[src/rtl/cycle_timer.sv]
// Phase timer for the traffic-light enable decoder: prescaled 6-bit cycle counter,
// pedestrian push-button synchroniser/edge detector and per-cycle PED flag.
module cycle_timer #(
  parameter int unsigned TICK_DIV       = 1,
  parameter int unsigned CYCLE_LEN_NORM = 32,
  parameter int unsigned CYCLE_LEN_PED  = 42
) (
  input  logic       clk,
  input  logic       rst_n,
  input  logic       run,
  input  logic       ped_btn,
  output logic [5:0] counter,
  output logic       ped_active,
  output logic       ped_pending,
  output logic       cycle_start
);

  localparam logic [15:0] PRESC_LAST = 16'(TICK_DIV - 1);
  localparam logic [5:0]  LAST_NORM  = 6'(CYCLE_LEN_NORM - 1);
  localparam logic [5:0]  LAST_PED   = 6'(CYCLE_LEN_PED - 1);

  logic [15:0] prescaler;
  logic        btn_sync1;
  logic        btn_sync2;
  logic        btn_prev;
  logic        tick;
  logic        btn_edge;
  logic        wrap;
  logic [5:0]  last;

  always_comb begin
    tick     = run && (prescaler == PRESC_LAST);
    last     = ped_active ? LAST_PED : LAST_NORM;
    wrap     = tick && (counter == last);
    btn_edge = btn_sync2 && !btn_prev;
  end

  // Prescaler only moves while running, so a paused timer resumes mid-tick.
  always_ff @(posedge clk or negedge rst_n) begin
    if (!rst_n) begin
      prescaler <= '0;
    end else if (tick) begin
      prescaler <= '0;
    end else if (run) begin
      prescaler <= prescaler + 16'd1;
    end
  end

  always_ff @(posedge clk or negedge rst_n) begin
    if (!rst_n) begin
      counter     <= '0;
      cycle_start <= 1'b0;
    end else begin
      cycle_start <= wrap;
      if (wrap) begin
        counter <= '0;
      end else if (tick) begin
        counter <= counter + 6'd1;
      end
    end
  end

  always_ff @(posedge clk or negedge rst_n) begin
    if (!rst_n) begin
      btn_sync1 <= 1'b0;
      btn_sync2 <= 1'b0;
      btn_prev  <= 1'b0;
    end else begin
      btn_sync1 <= ped_btn;
      btn_sync2 <= btn_sync1;
      btn_prev  <= btn_sync2;
    end
  end

  // An edge seen in the wrap clk is served by that same wrap instead of waiting a cycle.
  always_ff @(posedge clk or negedge rst_n) begin
    if (!rst_n) begin
      ped_active  <= 1'b0;
      ped_pending <= 1'b0;
    end else if (wrap) begin
      ped_active  <= ped_pending || btn_edge;
      ped_pending <= 1'b0;
    end else begin
      ped_pending <= ped_pending || btn_edge;
    end
  end

endmodule
[config.mk]
export PLATFORM = sky130hd
export DESIGN_NAME = cycle_timer
export DESIGN_NICKNAME = d
export VERILOG_FILES = /design/src/rtl/cycle_timer.sv
export SDC_FILE = /design/constraint.sdc
export NUM_CORES = 1
export LEC_CHECK = 0
export BUFFER_PORTS_ARGS = -buffer_cell sky130_fd_sc_hd__buf_2
export CORE_AREA = 5 5 55 57
export CTS_BUF_LIST = sky130_fd_sc_hd__clkbuf_16
export DETAILED_ROUTE_END_ITERATION = 10
export DIE_AREA = 0 0 60 62
export MAX_ROUTING_LAYER = met4
export PLACE_DENSITY = 0.78
export SYNTH_ARGS = -nofsm -noshare
export SYNTH_HDL_FRONTEND = slang
export SYNTH_SLANG_ARGS = --single-unit
export TNS_END_PERCENT = 5
[constraint.sdc]
create_clock -name clk -period 1.93 [get_ports clk]
set_input_delay 0 -clock clk [delete_from_list [all_inputs] [get_ports clk]]
set_output_delay 0 -clock clk [all_outputs]
set_load 0.01 [all_outputs]
Word level (Yosys, flattened, before mapping)
Cells that the tools add are included.
{ "classes": {"n_addsub": 2, "eq_ne": 1, "muxes": 6, "n_reduce_logical": 8} }
{ "op_table": {"columns": ["operator", "count"], "rows": [
  ["2-to-1 mux 16 bit", 2],
  ["2-to-1 mux 6 bit", 3],
  ["adder 16 x 1 -> 16 bit (second input constant)", 1],
  ["zero test 16 bit", 1],
  ["adder 6 x 1 -> 6 bit (second input constant)", 1],
  ["equality test 6 bit", 1],
  ["nonzero test 2 bit", 2],
  ["logical AND 1 bit", 3],
  ["zero test 1 bit", 1],
  ["logical OR 1 bit", 1],
  ["2-to-1 mux 1 bit", 1]
]} }
{ "word_totals": {"ff_bits": 28, "input_bits": 4, "output_inout_bits": 9, "word_cells": 25} }

Depth between registers and ports, before layout
Gate-level depths: netlist of the first run.
{ "logic_depth": {"ltp_word": 4, "depth_mapped": 7} }

Worst setup path before layout of the first run
No wires, ideal clock.
{ "synth_timing": {"kind": "register to register", "from": "register prescaler[0]", "to": "register counter[5]", "setup_ns": 0.121, "t_arrival_ns": 1.453, "required_ns": 1.809, "slack_ns": 0.356, "stages_incl_launch_ff": 7, "period_less_slack_ns": 1.574, "path_cell_list": "dfrtp_1 > inv_1 > ha_1 > nor4b_4 > nand4_2 > a211o_1 > a22o_1"} }
{ "synth_via": {"elab_chain_cells": 4} }
{ "synth_rtl": {"columns": ["item", "line", "rtl"], "rows": [
  ["start, declared", "22", "logic [15:0] prescaler;"],
  ["start signal, assigned", "45", "prescaler <= prescaler + 16'd1;"],
  ["zero test 16 bit *", "32", "tick = run && (prescaler == PRESC_LAST);"],
  ["logical AND 1 bit *", "32", null],
  ["logical AND 1 bit", "34", "wrap = tick && (counter == last);"],
  ["2-to-1 mux 6 bit or nonzero test 2 bit (tied branches)", null, null],
  ["end signal, assigned", "58", "counter <= counter + 6'd1;"],
  ["end, declared", "12", "output logic [5:0] counter,"]
]} }
Mark *: on every way between the ends. The rest lies on a longest branch, timed or not.
A chain may end at the register's enable or synchronous reset.

Worst setup path after layout of the first run
Same ends and word-level chain as after synthesis.

==> results of run 1 <==
==> power breakdown <==
group	switching [mW]	total (mW)	internal, mW	leakage [nW]
clock network	0.179	0.453	0.274	0.0370
logic	0.202	0.397	0.195	0.285
registers	0.125	0.802	0.677	0.351
total	0.505	1.65	1.15	0.673
==> cells in the mapped netlist (2+ instances only) <==
cell type   n
nor4b_4     2
o21ai_0     3
xnor2_1    13
nor3_1      3
ha_1        3
inv_1       6
nor2_1      6
nor4_2      2
and3_1      2
nand3_1     7
a21oi_1     2
nand2b_1    2
nand4_1     4
nand2_1    11
and2_1      2
xor2_1      2
a22o_1      3
dfrtp_1    28
==> critical path, delay by kind of cell, from the launching register on <==
family          cells  cell delay [ns]
fa+ha+maj           1             0.15
compound gates      2             0.56
flops               1             0.40
simple gates        2             0.42
buf+inv             1             0.10
==> layer usage <==
metal | wire length [um] | vias up | global-route usage
met5 | 0 | - | -
met4 | 56 | 0 | 0.108
met3 | 84 | 4 | 0.0310
met2 | 1200 | 17 | 0.261
met1 | 1040 | 465 | 0.175
li1 | - | 450 | -
==> final timing paths <==
kind | slack (ns) | endpoint | start | cells past startpoint
setup / recovery | 0.18 | counter[5]$_DFFE_PN0P_ | prescaler[0]$_DFFE_PN0P_ | 6
hold / removal | 0.06 | prescaler[0]$_DFFE_PN0P_ | run | 2
setup reg to reg | 0.18 | counter[5]$_DFFE_PN0P_ | prescaler[0]$_DFFE_PN0P_ | 6
hold reg to reg | 0.35 | btn_sync2$_DFF_PN0_ | btn_sync1$_DFF_PN0_ | 0
max in group asynchronous | 1.25 | prescaler[14]$_DFFE_PN0P_ | rst_n | 2
min in group asynchronous | 0.28 | cycle_start$_DFF_PN0_ | rst_n | 2
==> stage by stage <==
stage                     cells  instance area [sq um]  setup slack [ns]  hold WS (ns)   util
after floorplan             116                   1340             0.356        -0.296      -
after global placement      158                   1430             0.272        0.0375  0.588
after detailed placement    158                   1430             0.185        0.0441  0.588
after CTS                   163                   1530             0.170        0.0528  0.627
after global routing        163                   1530            0.0763        0.0681  0.627
final                       163                   1530             0.181        0.0558  0.627
==> registers in the layout (all words and copies together), names as in the netlist <==
register     flops
counter          6
ped_pending      1
cycle_start      1
ped_active       1
prescaler       16
btn_sync1        1
btn_prev         1
btn_sync2        1
==> kinds of logic after synthesis <==
kind of cell               after synthesis  share of synthesized area
and+or+nand+nor                         48                      0.238
AOI/OAI and AO/OA                       14                     0.0787
buffers and inverters                    7                     0.0253
adders and majority gates                3                     0.0281
DFF                                     28                      0.524
xor gates and xnor gates                15                     0.0983
muxes                                    1                    0.00749
==> layout make-up <==
type	instances	area share
sequential	28	0.459
multi-input combinational	81	0.395
timing repair buffer	15	0.0574
clock buffer	3	0.0492
tap	30	0.0246
inverter	6	0.0148
==> cell usage in the layout, fill, tap and decap left out, drive strengths merged, types with 2 or more instances in the layout <==
| master | instances |
|---|---|
| xor2 | 2 |
| a21oi | 2 |
| inv | 6 |
| and3 | 3 |
| nand3 | 7 |
| a22o | 4 |
| o21ai | 3 |
| buf | 13 |
| nor2 | 6 |
| dfrtp | 28 |
| ha | 3 |
| and2 | 3 |
| nor4b | 2 |
| nand4 | 5 |
| dlygate4sd3 | 2 |
| nand2b | 2 |
| nand2 | 11 |
| clkbuf | 3 |
| xnor2 | 13 |
| nor3 | 4 |
| nor4 | 2 |
==> run_results.csv, run 1 <==
group,metric,value,unit
place,gp_congestion,0.841,
final_layout,layout-drive-gt1-share,0.203,
routing,dr.pass1.iters,4,
timing,finalSetupViolations,0,
run_status,status,"complete, no violations",
routing,first_iter_violations,79,
timing,worstMarginPinSlew,0.610,ns
final_layout,diodes,0,
setup_path,arrival,1.89,ns
grt,grt_max_degree,29,
setup_path,path_cells,"inv_1 -> ha_1 -> nor4b_4 -> nand4_2 -> a211o_1 -> a22o_1",
synth,yosysUniqueCellTypes,33,
clock_tree,cts_setup_buffers,0,
final_layout,seq_area,701,sq um
synth,ys_seq_area_frac,0.524,
floorplanning,dieArea,0.00372,sq mm
synth,syn_inst,116,
setup_path,max_stage_delay,0.40,ns
synth,synthArstFlopShare,1.00,
clock_tree,clk_latency,0.26,ns
synth,syn_area,0.00134,sq mm
synth,synth_area_leaders,"dfrtp_1 (52%), xnor2_1 (8.5%), nor4b_4 (3.6%), nand2_1 (3.1%), ha_1 (2.8%)",
synth,synthFlopType,"dfrtp_1",
worst_hold_path,hold_path.class,"in -> reg",
routing,ant_nets,0,
timing,grt_setup_unrepaired,"no",
floorplanning,fp.dieH,62,um
grt,antenna_found_initial,0,
clock_tree,tritoncts,"yes",
timing,finalCriticalPeriod,1.75,ns
grt,grt_overflow,0,
power_and_ir_drop,p_leak,0.673,nW
setup_path,crit_fanout,8,
final_layout,n_fill_cell,203,
routing,num_vias,936,
synth,synth_top_area_frac,0.524,
synth,syn_nets,123,
setup_path,required,2.07,ns
floorplanning,ios,13,
synth,ys_warn_count,0,
grt,grt.total_usage,0.159,
timing,slew_headroom,0.593,
clock_tree,ctsResizeCount,0,
clock_tree,cts_made_buffers,3,
routing,routed_wl,2380,um
timing,hold_violations,0,
place,port_buffers,12,
place,hpwlAfterDp,1750,um
clock_tree,clock-sinks,28,
timing,skew,0.00387,ns
routing,drc,0,
clock_tree,cts_buffer_depth,2,
final_layout,multiInputGateArea,602,sq um
floorplanning,initial_utilization,0.549,
power_and_ir_drop,ir_worst_vdd,0.720,mV
grt,grt_pass1_vias,932,
run,cap_viol_max_count,0,
synth,synth_edf_count,0,
synth,yosysTopAreaCell,"dfrtp_1",
timing,fmax,0.572,GHz
floorplanning,core-area,0.00243,sq mm
setup_path,cp_slowest_cell,"dfrtp_1",
routing,wl_per_cell,14.6,um
synth,ys_seq_elements,28,
final_layout,fin_nets,142,
routing,via_per_inst,5.74,
floorplanning,dieWidth,60,um
final_layout,area_growth,14.1,%
floorplanning,num_rows,18,
power_and_ir_drop,p_total,1.65,mW
timing,maxSlewViolCount,0,
clock_tree,clkTransAtPathRegs,0.06,ns
timing,period_share,0.906,
synth,syn_area_per_cell,11.5,sq um
clock_tree,cts_root_buffer,"clkbuf_16",
setup_path,worst_setup_path_end_kind,"flip-flop",
setup_path,critPathKind,"reg -> reg",
power_and_ir_drop,power_per_cell_area,1080,mW/mm^2
timing,final.setup.tns,0,ns
setup_path,crit_path_start_kind,"flip-flop",
clock_tree,htree_levels,1,
grt,grt_pass1_wl,4150,um
clock_tree,cts_hold_buffers,2,
Power figures use the tool's default switching activity.
==> run 2: changes to the inputs <==
--- a/config.mk
+++ b/config.mk
@@ -5,13 +5,14 @@
 export SDC_FILE = /design/constraint.sdc
 export NUM_CORES = 1
 export LEC_CHECK = 0
+export ABC_AREA = 1
 export BUFFER_PORTS_ARGS = -buffer_cell sky130_fd_sc_hd__buf_2
-export CORE_AREA = 5 5 55 57
+export CORE_AREA = 5 5 59 61
 export CTS_BUF_LIST = sky130_fd_sc_hd__clkbuf_16
 export DETAILED_ROUTE_END_ITERATION = 10
-export DIE_AREA = 0 0 60 62
+export DIE_AREA = 0 0 64 66
 export MAX_ROUTING_LAYER = met4
-export PLACE_DENSITY = 0.78
+export PLACE_DENSITY = 0.81
 export SYNTH_ARGS = -nofsm -noshare
 export SYNTH_HDL_FRONTEND = slang
 export SYNTH_SLANG_ARGS = --single-unit
==> run 2 against run 1 <==
  * Global-route usage fell by 0.35 points
  * Power fell by 0.65%
  * Combinational power fell by 34%
  * Clock skew fell by 0.0026 ns
  * Via count rose by 48%
  * Register-to-register slack improved by 0.25 ns
  * Final cell count rose by 70%
  * Clock power rose by 37%
  * Count of clock-buffer cells in the layout did not move
  * First-iteration DRC count rose by 5.1%
  * Non-clock buffer count fell by 1
  * Critical path depth rose by 2
  * Critical path type unchanged
  * Critical endpoint is now counter[0]$_DFFE_PN0P_
==> run_results.csv, run 2 <==
group,metric,value,unit
run_status,status,"complete, no violations",
synth,synthFlopType,"dfrtp_1",
floorplanning,ios,13,
clock_tree,cts_buffer_depth,2,
grt,grt_pass1_vias,1178,
routing,first_iter_violations,83,
final_layout,final_common_cell,"nand2_1",
synth,yosysUniqueCellTypes,23,
clock_tree,clkTransAtPathRegs,0.07,ns
synth,ys_warn_count,0,
grt,antenna_found_initial,0,
synth,synth_top_area_frac,0.425,
floorplanning,core-area,0.00293,sq mm
run,cap_viol_max_count,0,
timing,period_share,0.777,
floorplanning,num_rows,20,
place,port_buffers,12,
floorplanning,dieWidth,64,um
routing,num_vias,1382,
grt,grt.total_usage,0.155,
timing,final.setup.tns,0,ns
synth,ys_seq_elements,28,
setup_path,arrival,1.64,ns
final_layout,final_cell_mix,"nand2_1 (58), inv_1 (42), nor2_1 (38), dfrtp_1 (28), nand3_1 (17)",
setup_path,crit_path_start_kind,"flip-flop",
grt,grt_max_degree,29,
power_and_ir_drop,power.share.sequential,0.464,
power_and_ir_drop,power_switching_share,0.283,
timing,finalSetupViolations,0,
routing,via_per_inst,4.99,
worst_hold_path,whs_path_depth,2,
final_layout,largest-register,"prescaler",
worst_hold_path,min_from,"run",
synth,synth_area_leaders,"dfrtp_1 (42%), nand2_1 (13%), inv_1 (9.6%), nor2_1 (8.6%), nand3_1 (5.2%)",
timing,slew_headroom,0.586,
power_and_ir_drop,clkPwrFrac,0.377,
power_and_ir_drop,ir_worst_vdd,0.717,mV
grt,grt_pass1_wl,5130,um
synth,synth.most_common_cell,"nand2_1",
timing,fmax,0.667,GHz
final_layout,diodes,0,
final_layout,layout-drive-gt1-share,0.119,
floorplanning,initial_utilization,0.563,
setup_path,regToRegSetupSlack,0.43,ns
routing,routed_wl,3080,um
synth,syn_nets,237,
floorplanning,dieArea,0.00422,sq mm
synth,yosysTopAreaCell,"dfrtp_1",
synth,ys_seq_area_frac,0.425,
setup_path,crit_fanout,6,
timing,hold_violations,0,
clock_tree,cts_hold_buffers,2,
power_and_ir_drop,p_leak,1.02,nW
power_and_ir_drop,p_comb_frac,0.159,
clock_tree,cts_root_buffer,"clkbuf_16",
worst_hold_path,hold_path.class,"in -> reg",
clock_tree,clock-sinks,28,
setup_path,worst_setup_path_end_kind,"flip-flop",
final_layout,reg_top3,"prescaler (16), counter (6)",
grt,grt_overflow,0,
setup_path,reg2reg_from,"prescaler[0]$_DFFE_PN0P_",
timing,finalCriticalPeriod,1.50,ns
synth,syn_area,0.00165,sq mm
timing,worstMarginPinSlew,0.622,ns
floorplanning,fp.dieH,66,um
final_layout,n_fill_cell,255,
synth,syn_inst,230,
routing,dr.pass1.iters,4,
routing,wl_per_cell,11.1,um
final_layout,finalInstanceArea,0.00185,sq mm
power_and_ir_drop,power_per_cell_area,887,mW/mm^2
clock_tree,ctsResizeCount,0,
power_and_ir_drop,p_sw,464,uW
routing,ant_nets,0,
setup_path,required,2.07,ns
place,hpwlAfterDp,2260,um
setup_path,rr_worst_depth,8,
final_layout,final_core_util,0.632,
synth,synthArstFlopShare,1.00,
timing,hold_ws,0.0887,ns
final_layout,largest_reg_flops,16,
clock_tree,cts_made_buffers,3,
synth,syn_area_per_cell,7.17,sq um
place,gp_congestion,0.862,
routing,drc,0,
timing,grt_setup_unrepaired,"no",
setup_path,critPathKind,"reg -> reg",
timing,skew,0.00132,ns
place,placed_area,0.00172,sq mm
clock_tree,tritoncts,"yes",
setup_path,reg2reg_to,"counter[0]$_DFFE_PN0P_",
clock_tree,cts_setup_buffers,0,
synth,synth_edf_count,0,
power_and_ir_drop,p_int,1.18,mW
final_layout,fin_nets,252,
clock_tree,clk_latency,0.26,ns
clock_tree,htree_levels,1,
synth,synthTopCellsByCount,"nand2_1 (58), inv_1 (42), nor2_1 (38)",
final_layout,area_growth,12.1,%
timing,maxSlewViolCount,0,
worst_hold_path,min_to,"prescaler[0]$_DFFE_PN0P_",
-- run 2: cell count changes after synthesis, sizes merged, moves of 3 or more --
cell and change:
xnor2 -10, nand2 +50, xor2 +5, nand3 +12
nor2 +37, and3 -3, inv +38, and2 -3
a21oi +3, a22o -4
-- run 2: logic make-up after synthesis --
kind of cell             count (synthesis)  share of synthesized area
adder cells (fa/ha/maj)                  3                     0.0228
AND/OR/NAND/NOR                        131                      0.350
XOR/XNOR                                10                     0.0531
flip-flops                              28                      0.425
buffers and inverters                   48                      0.118
AO/OA/AOI/OAI                           10                     0.0319
-- run 2: cell type report --
cell class              instances  area (sq um)  share of cell area
multi-input cells             154           754               0.408
flip-flops and latches         28           701               0.379
inverters                      44           168              0.0907
repair buffers                 14          80.1              0.0433
clock buffers                   3          75.1              0.0406
well taps                      33          41.3              0.0223
clock inverters                 1          30.0              0.0162
-- run 2: how the worst max path moves through the flow --
stage	cells after the start	to	slack, ns	start
after CTS	8	counter[0]$_DFFE_PN0P_	0.44	prescaler[0]$_DFFE_PN0P_
after global routing	9	prescaler[11]$_DFFE_PN0P_	0.34	prescaler[0]$_DFFE_PN0P_
after global placement	8	counter[0]$_DFFE_PN0P_	0.52	prescaler[0]$_DFFE_PN0P_
final	8	counter[0]$_DFFE_PN0P_	0.43	prescaler[0]$_DFFE_PN0P_
after floorplan	8	counter[0]$_DFFE_PN0P_	0.62	prescaler[0]$_DFFE_PN0P_
after detailed placement	8	counter[0]$_DFFE_PN0P_	0.48	prescaler[0]$_DFFE_PN0P_
-- run 2: through the flow --
| step | cells | total power [mW] | setup slack [ns] |
|---|---|---|---|
| 3_5_place_dp | 271 | 1.03 | 0.480 |
| 3_3_place_gp | 271 | 1.02 | 0.521 |
| 2_1_floorplan | 230 | 0.955 | 0.622 |
| 5_1_grt | 277 | 1.72 | 0.338 |
| 4_1_cts | 277 | 1.64 | 0.443 |
| 6_report | 277 | 1.64 | 0.430 |
-- run 2: power groups by stage --
| stage | Sequential (mW) | Clock [mW] | Combinational [mW] |
|---|---|---|---|
| detailed placement | 0.769 | 0 | 0.258 |
| CTS | 0.758 | 0.619 | 0.263 |
| global placement | 0.763 | 0 | 0.253 |
| global route | 0.776 | 0.646 | 0.301 |
| floorplan | 0.749 | 0 | 0.207 |
| finish | 0.761 | 0.619 | 0.261 |
-- run 2: critical path: stages (launching register included) --
cell and delay (ns):
dfrtp_1 0.41, inv_1 0.10, ha_1 0.20, inv_1 0.05
nor2_1 0.09, nand2_1 0.06, nor2_1 0.16, nand2_2 0.14
xor2_1 0.17
-- run 2: metal layers --
| layer | global-route usage | vias up | part of all wire |
|---|---|---|---|
| li1 | - | 723 | - |
| met1 | 0.205 | 624 | 0.47 |
| met2 | 0.250 | 30 | 0.46 |
| met3 | 0.0153 | 5 | 0.053 |
| met4 | 0.0545 | 0 | 0.013 |
| met5 | - | - | 0 |
